===== config.mk =====
export PLATFORM = sky130hd
export DESIGN_NAME = multicycle_control
export DESIGN_NICKNAME = d
export VERILOG_FILES = /design/src/rtl/multicycle_control.sv
export SDC_FILE = /design/constraint.sdc
export NUM_CORES = 1
export LEC_CHECK = 0
export CORE_AREA = 2 2 92 72
export CTS_CLUSTER_SIZE = 20
export DETAILED_ROUTE_END_ITERATION = 10
export DIE_AREA = 0 0 94 74
export GPL_ROUTABILITY_DRIVEN = 0
export PLACE_DENSITY = 0.46
export SYNTH_ARGS = -nofsm -noshare
export SYNTH_HDL_FRONTEND = slang
export SYNTH_SLANG_ARGS = --single-unit

===== constraint.sdc =====
create_clock -name CLK -period 3.06 [get_ports CLK]
set_input_delay 0.918 -clock CLK [delete_from_list [all_inputs] [get_ports CLK]]
set_output_delay 0.918 -clock CLK [all_outputs]
set_load 0.005 [all_outputs]

===== src/rtl/multicycle_control.sv =====
`default_nettype none
// ============================================================================
// Module      : multicycle_control
// Description : Multi-cycle control FSM for the accumulator processor.
//               Sequences fetch/decode/execute/memory/writeback, drives all
//               datapath enables and selects, handshakes with variable-latency
//               memory and raises a sticky bus-timeout flag.
// Revision    : 1.0 - initial release
// ============================================================================
module multicycle_control #(
  parameter int MAX_WAIT = 15,
  parameter int CNT_W    = 16
) (
  input  logic             CLK,
  input  logic             Reset,
  input  logic [4:0]       Opcode,
  input  logic             Zero,
  input  logic             MemReady,
  output logic [1:0]       ALUOp,
  output logic             ALUSrcA,
  output logic [1:0]       ALUSrcB,
  output logic             PCWrite,
  output logic [1:0]       PCSource,
  output logic             IRWrite,
  output logic             ALUOutWrite,
  output logic             ACCWrite,
  output logic             ResultSrc,
  output logic             MemReq,
  output logic             MemWrite,
  output logic             IorD,
  output logic             BusErr,
  output logic [3:0]       State,
  output logic [CNT_W-1:0] RetireCnt
);

  typedef enum logic [3:0] {
    S_FETCH  = 4'd0,
    S_DECODE = 4'd1,
    S_EXEC   = 4'd2,
    S_ADDR   = 4'd3,
    S_MEM    = 4'd4,
    S_WB     = 4'd5,
    S_BRANCH = 4'd6,
    S_JUMP   = 4'd7,
    S_HALT   = 4'd8,
    S_ERROR  = 4'd9
  } state_t;

  localparam logic [4:0] C_OP_LW   = 5'b10100;
  localparam logic [4:0] C_OP_SW   = 5'b10101;
  localparam logic [4:0] C_OP_BEQZ = 5'b10110;
  localparam logic [4:0] C_OP_JMP  = 5'b11010;
  localparam logic [4:0] C_OP_ALT  = 5'b11011;
  localparam logic [4:0] C_OP_HALT = 5'b11111;

  // The counter only has to reach MAX_WAIT-1 before the timeout fires.
  localparam int              WAIT_W      = (MAX_WAIT > 1) ? $clog2(MAX_WAIT) : 1;
  localparam logic [WAIT_W-1:0] C_WAIT_LAST = WAIT_W'(MAX_WAIT - 1);

  state_t              state_q,   state_d;
  logic [WAIT_W-1:0]   wait_q,    wait_d;
  logic [CNT_W-1:0]    retire_q,  retire_d;
  logic                bus_err_q, bus_err_d;
  logic                retire_inc;

  // Next-state, wait-counter, retire-counter and timeout-flag computation.
  always_comb begin
    state_d    = state_q;
    wait_d     = '0;
    bus_err_d  = bus_err_q;
    retire_inc = 1'b0;
    unique case (state_q)
      S_FETCH, S_MEM: begin
        if (MemReady) begin
          if (state_q == S_FETCH) begin
            state_d = S_DECODE;
          end else if (Opcode == C_OP_LW) begin
            state_d = S_WB;
          end else begin
            state_d    = S_FETCH;
            retire_inc = 1'b1;
          end
        end else if ((MAX_WAIT != 0) && (wait_q == C_WAIT_LAST)) begin
          state_d   = S_ERROR;
          bus_err_d = 1'b1;
        end else begin
          wait_d = wait_q + WAIT_W'(1);
        end
      end
      S_DECODE: begin
        case (Opcode)
          C_OP_LW, C_OP_SW: state_d = S_ADDR;
          C_OP_BEQZ:        state_d = S_BRANCH;
          C_OP_JMP:         state_d = S_JUMP;
          C_OP_HALT:        state_d = S_HALT;
          default:          state_d = S_EXEC;
        endcase
      end
      S_ADDR: state_d = S_MEM;
      S_EXEC, S_WB, S_BRANCH, S_JUMP: begin
        state_d    = S_FETCH;
        retire_inc = 1'b1;
      end
      S_HALT:  state_d = S_HALT;
      S_ERROR: state_d = S_ERROR;
      default: state_d = S_FETCH;
    endcase
    retire_d = retire_q + (retire_inc ? CNT_W'(1) : CNT_W'(0));
  end

  // State and counter registers; reset abandons any instruction in flight.
  always_ff @(posedge CLK or posedge Reset) begin
    if (Reset) begin
      state_q   <= S_FETCH;
      wait_q    <= '0;
      retire_q  <= '0;
      bus_err_q <= 1'b0;
    end else begin
      state_q   <= state_d;
      wait_q    <= wait_d;
      retire_q  <= retire_d;
      bus_err_q <= bus_err_d;
    end
  end

  // Datapath controls decoded from the current state; forced low during reset.
  always_comb begin
    ALUOp       = 2'b00;
    ALUSrcA     = 1'b0;
    ALUSrcB     = 2'b00;
    PCWrite     = 1'b0;
    PCSource    = 2'd0;
    IRWrite     = 1'b0;
    ALUOutWrite = 1'b0;
    ACCWrite    = 1'b0;
    ResultSrc   = 1'b0;
    MemReq      = 1'b0;
    MemWrite    = 1'b0;
    IorD        = 1'b0;
    if (!Reset) begin
      unique case (state_q)
        S_FETCH: begin
          MemReq  = 1'b1;
          ALUSrcB = 2'b01;
          IRWrite = MemReady;
          PCWrite = MemReady;
        end
        S_DECODE: begin
          ALUSrcB     = 2'b10;
          ALUOutWrite = 1'b1;
        end
        S_EXEC: begin
          ALUSrcA  = 1'b1;
          ALUSrcB  = 2'b10;
          ACCWrite = 1'b1;
          ALUOp    = (Opcode == C_OP_ALT) ? 2'b11 : 2'b10;
        end
        S_ADDR: begin
          ALUSrcA     = 1'b1;
          ALUSrcB     = 2'b10;
          ALUOutWrite = 1'b1;
        end
        S_MEM: begin
          MemReq   = 1'b1;
          IorD     = 1'b1;
          MemWrite = (Opcode == C_OP_SW);
        end
        S_WB: begin
          ACCWrite  = 1'b1;
          ResultSrc = 1'b1;
        end
        S_BRANCH: begin
          ALUSrcA  = 1'b1;
          ALUSrcB  = 2'b11;
          ALUOp    = 2'b01;
          PCSource = 2'd1;
          PCWrite  = Zero;
        end
        S_JUMP: begin
          PCWrite  = 1'b1;
          PCSource = 2'd2;
        end
        default: ;
      endcase
    end
  end

  assign BusErr    = bus_err_q;
  assign State     = state_q;
  assign RetireCnt = retire_q;

endmodule
`default_nettype wire


# Yosys cells after proc, flatten, opt, wreduce, memory -nomap -nowiden
# Cells that the tools add are included.
# W data, S select, Z words.
# totals
inputBits,9
wordCells,72
regBits,25
# classes
n_mux,39
n_reduce_logical,9
addsub,2
n_eq_ne,17
bitwise_logic,1
# op_table
operator,count
$eq A5 B5 Y1 const B,6
$mux W1,22
$mux W4,5
$pmux W4 S5,1
$add A16 B1 Y16,1
$eq A4 B3 Y1 const B,4
$pmux W4 S4,1
$eq A4 B4 Y1 const B,3
$eq A4 B2 Y1 const B,2
$pmux W2 S2,2
$reduce_or A2 Y1,4
$mux W2,3
$mux W3,2
$pmux W2 S3,1
$reduce_or A3 Y1,2
$add A4 B1 Y4 const B,1
$eq A4 B1 Y1 const B,1
$logic_not A4 Y1,1
$reduce_or A4 Y1,1
$ne A3 B1 Y1 const B,1
$pmux W1 S3,1
$reduce_and A3 Y1,1
$pmux W1 S2,1
$not A1 Y1,1

# Logic depth before layout (Yosys ltp)
# logic_depth
word_depth,7
ltp_mapped,9
depth_no_buf,8

# Worst setup path after synthesis
# Ideal clock, no wire load.
# synth_path
path_kind,input to output
startpoint,input port Reset
endpoint,output port MemWrite
t_arrival_ns,1.539
required_time_ns,2.142
setup_slack_ns,0.603
cell_stages,3
n_path_buf,0
path_cell_list,nor4_2 > and2_1 > and3_1
# synth_between
elab_chain_len,1
# synth_lines
element,line,text
start: declaration,15,"input logic Reset,"
$mux W1,140,if (!Reset) begin
end: declaration,29,"output logic MemWrite,"
# No other way between the ends.

# Worst setup path in the final report
# layout_path
startpoint,input port Reset
endpoint,output port IRWrite
# layout_between
elab_chain_len,1
# layout_lines
element,line,text
$mux W1,140,
end: declaration,24,"output logic IRWrite,"
# No other way between the ends.

==> out/results.ini <==
[global_routing]
grt_overflow=0
antenna_found_initial=0
grt_pass1_vias=1249
grt_use_total=0.108
grt_max_degree=26
grt_pass1_wl_mm=5.91

[route]
routedLengthMet1_mm=1.87
vias=1310
vias_per_cell=4.47
postRouteAntennaNets=0
first_pass_iters=4
routed-wl-met3_um=138
wl_met2_mm=1.53
drc=0
top_signal_layer_used=met4
drtIter0Drc=44
drt_wl_total_mm=3.55
wl_per_cell_um=12.1

[die]
io_pins=45
die_w_um=94
dieArea_mm2=0.00696
start_util=0.242
rows=25
core_mm2=0.00610
die_y_um=74

[synthesis]
yosys_warnings=0
synth.mux.area_fraction=0.00677
yosysSeqAreaShare=0.423
synth_xor_area_frac=0.0948
yosys.area_share.simple=0.290
synth_compound_area_frac=0.103
syn_nets=161
synthAdderAreaFrac=0.0338
syn_inst=148
syn_area_mm2=0.00148
syn_area_per_cell_um2=9.99
synthDistinctLibCells=43
synth-seq-cells=25
synth_top_family_by_area=simple AND/OR/NAND/NOR gates

[sta]
fin_hold_ws_ns=0.469
fin_worst_skew_ns=0.00930
fin_ws_ns=0.0934
slew_violations=0
tns_ns=0
fin_crit_sh=0.969
period_needed_ns=2.97
setup_viol=0
max_freq_mhz=337
rsz0062_at_grt=false
slew_headroom=0.670
worst_pin_slew_ns=0.496
hold_viol=0

[pwr]
netSwitchingFraction=0.359
intPower_mw=0.824
leakage_nw=1.01
clockPowerShare=0.151
ir_drop_mv=0.192
p_seq_frac=0.401
netSwitchingPower_mw=0.462
combPwrFrac=0.448
pwr_density_cell_mw_per_mm2=585

[run_status]
status=finished, final reports clean

[worst_setup_path]
path_max_fanout=5
crit_chain=buf_2, nor4_4, buf_4, and3_1, clkdlybuf4s50_1
cp_data_required_time_ns=2.14
arrival_ns=2.05
cp_slowest_cell=clkdlybuf4s50_1
crit_type=primary input to primary output
slowest_delay_ns=0.49
crit_path_end_kind=primary output
critical_path_buf_inv_count=3
start_kind=primary input
crit_family=buffers and inverters

[clocking]
clk_pin_slew_ns=0.09
cts_made_buffers=3
cts_tree=yes
hold_buffers=0
cts_max_level=1
cts_buffer_depth=2
insertion_delay_ns=0.27
root_buffer=clkbuf_8
numClockSinks=25

[cells_and_area]
syn2layout_area_growth_pct=48.6
final_nets=226
layout_commonest_cell=clkdlybuf4s50_1
layout_common_cells=clkdlybuf4s50_1, dfrtp_1, buf_4, nor2_1, xor2_1
utilization=0.360
drive_gt1_frac=0.175
diodes=0

[place]
hpwl_mm=2.75
port_buffers=44
preCtsSetupSlack_ns=-0.349

[worst_hold_path]
hold_class=flip-flop to flip-flop

[flow_run]
maxCapViolCount=0

worst paths after layout:
| check | start | end | slack, ns | cells past startpoint |
|---|---|---|---|---|
| worst max-delay path | Reset | IRWrite | 0.09 | 5 |
| worst min-delay path | RetireCnt[15] | RetireCnt[15] | 0.47 | 1 |
| worst max register to register | State[0] | RetireCnt[14] | 0.87 | 9 |
| worst min register to register | RetireCnt[15] | RetireCnt[15] | 0.47 | 1 |
| max in group asynchronous | Reset | BusErr | 1.94 | 4 |
| min in group asynchronous | Reset | RetireCnt[0] | 0.87 | 4 |
Yosys cell counts:
cell type	instances	share of area
and2_1	2	0.0085
nor2b_1	1	0.0042
a211oi_1	1	0.0051
and4b_1	1	0.0068
nand4b_1	1	0.0059
clkbuf_1	2	0.0051
o21ai_1	1	0.0034
buf_6	3	0.023
o211ai_1	2	0.010
xnor2_1	5	0.030
inv_1	7	0.018
nor4_2	5	0.042
a21oi_1	4	0.014
a31oi_1	4	0.017
or4_1	1	0.0051
nor2_1	13	0.033
o21ai_0	2	0.0068
nand3_2	2	0.014
nor3_1	4	0.014
nand2b_1	3	0.013
o311ai_1	1	0.0059
nand3_1	5	0.017
ha_1	4	0.034
a21boi_0	2	0.010
and3_1	4	0.017
nor4b_2	1	0.010
nand3b_1	1	0.0051
nor3b_1	1	0.0051
mux2i_1	1	0.0068
xor2_1	11	0.065
nand4_1	5	0.021
nand2_1	8	0.020
o22ai_1	1	0.0042
inv_2	1	0.0025
and4bb_2	1	0.0085
or2b_1	1	0.0051
nor4_4	1	0.014
a21o_1	3	0.015
or3_1	2	0.0085
nor4_1	3	0.013
a41oi_1	1	0.0059
o32ai_1	1	0.0059
dfrtp_1	25	0.42
kinds of logic (layout without fill, tap and decap cells):
logic type	after synthesis	in the layout
compound gates	23	23
xor+xnor	16	16
fa+ha+maj	4	4
buf+inv	13	77
flops	25	25
mux	1	1
simple gates	66	66
power groups by stage:
stage	sequential (mW)	combinational (mW)	clock [mW]
after floorplan	0.482	0.302	0
after global placement	0.517	0.575	0
after detailed placement	0.518	0.567	0
after CTS	0.517	0.579	0.209
after global routing	0.532	0.644	0.225
final	0.516	0.577	0.194
final cells by class:
class | instances | area, um^2
inverters | 8 | 30.0
clock buffers | 3 | 41.3
clock inverters | 1 | 5.00
fillers | 640 | 3900
well taps | 81 | 101
multi-input cells | 110 | 800
flip-flops and latches | 25 | 626
repair buffers | 65 | 596
routing by layer:
metal | vias up | track usage
li1 | 667 | -
met1 | 619 | 0.157
met2 | 22 | 0.163
met3 | 2 | 0.0344
met4 | 0 | 0.00966
met5 | - | 0
flip-flops by register name, indices dropped and copies added, names as in the netlist:
| signal | cells |
|---|---|
| BusErr | 1 |
| State | 4 |
| wait_q | 4 |
| RetireCnt | 16 |
worst reg2reg max path, delay by kind of cell, from the launching register on:
| family | cells | cell delay [ns] |
|---|---|---|
| XOR/XNOR | 1 | 0.17 |
| flip-flops | 1 | 0.56 |
| buffers and inverters | 1 | 0.23 |
| AO/OA/AOI/OAI | 3 | 0.38 |
| AND/OR/NAND/NOR | 2 | 0.44 |
| adder cells (fa/ha/maj) | 2 | 0.35 |
metrics by stage:
step	total power, mW	cells	area [um^2]
after floorplan	0.784	148	1480
after global placement	1.09	287	2120
after detailed placement	1.08	287	2120
after CTS	1.30	293	2180
after global routing	1.40	293	2200
final	1.29	293	2200
timing repair:
| action | in CTS | in global routing |
|---|---|---|
| buffers inserted | 2 | 0 |
| gates resized for setup | 9 | 4 |
| endpoints found under the setup margin | 15 | 4 |
| pin swaps | 3 | 1 |
Note: power is estimated with default switching activity, not from simulation.
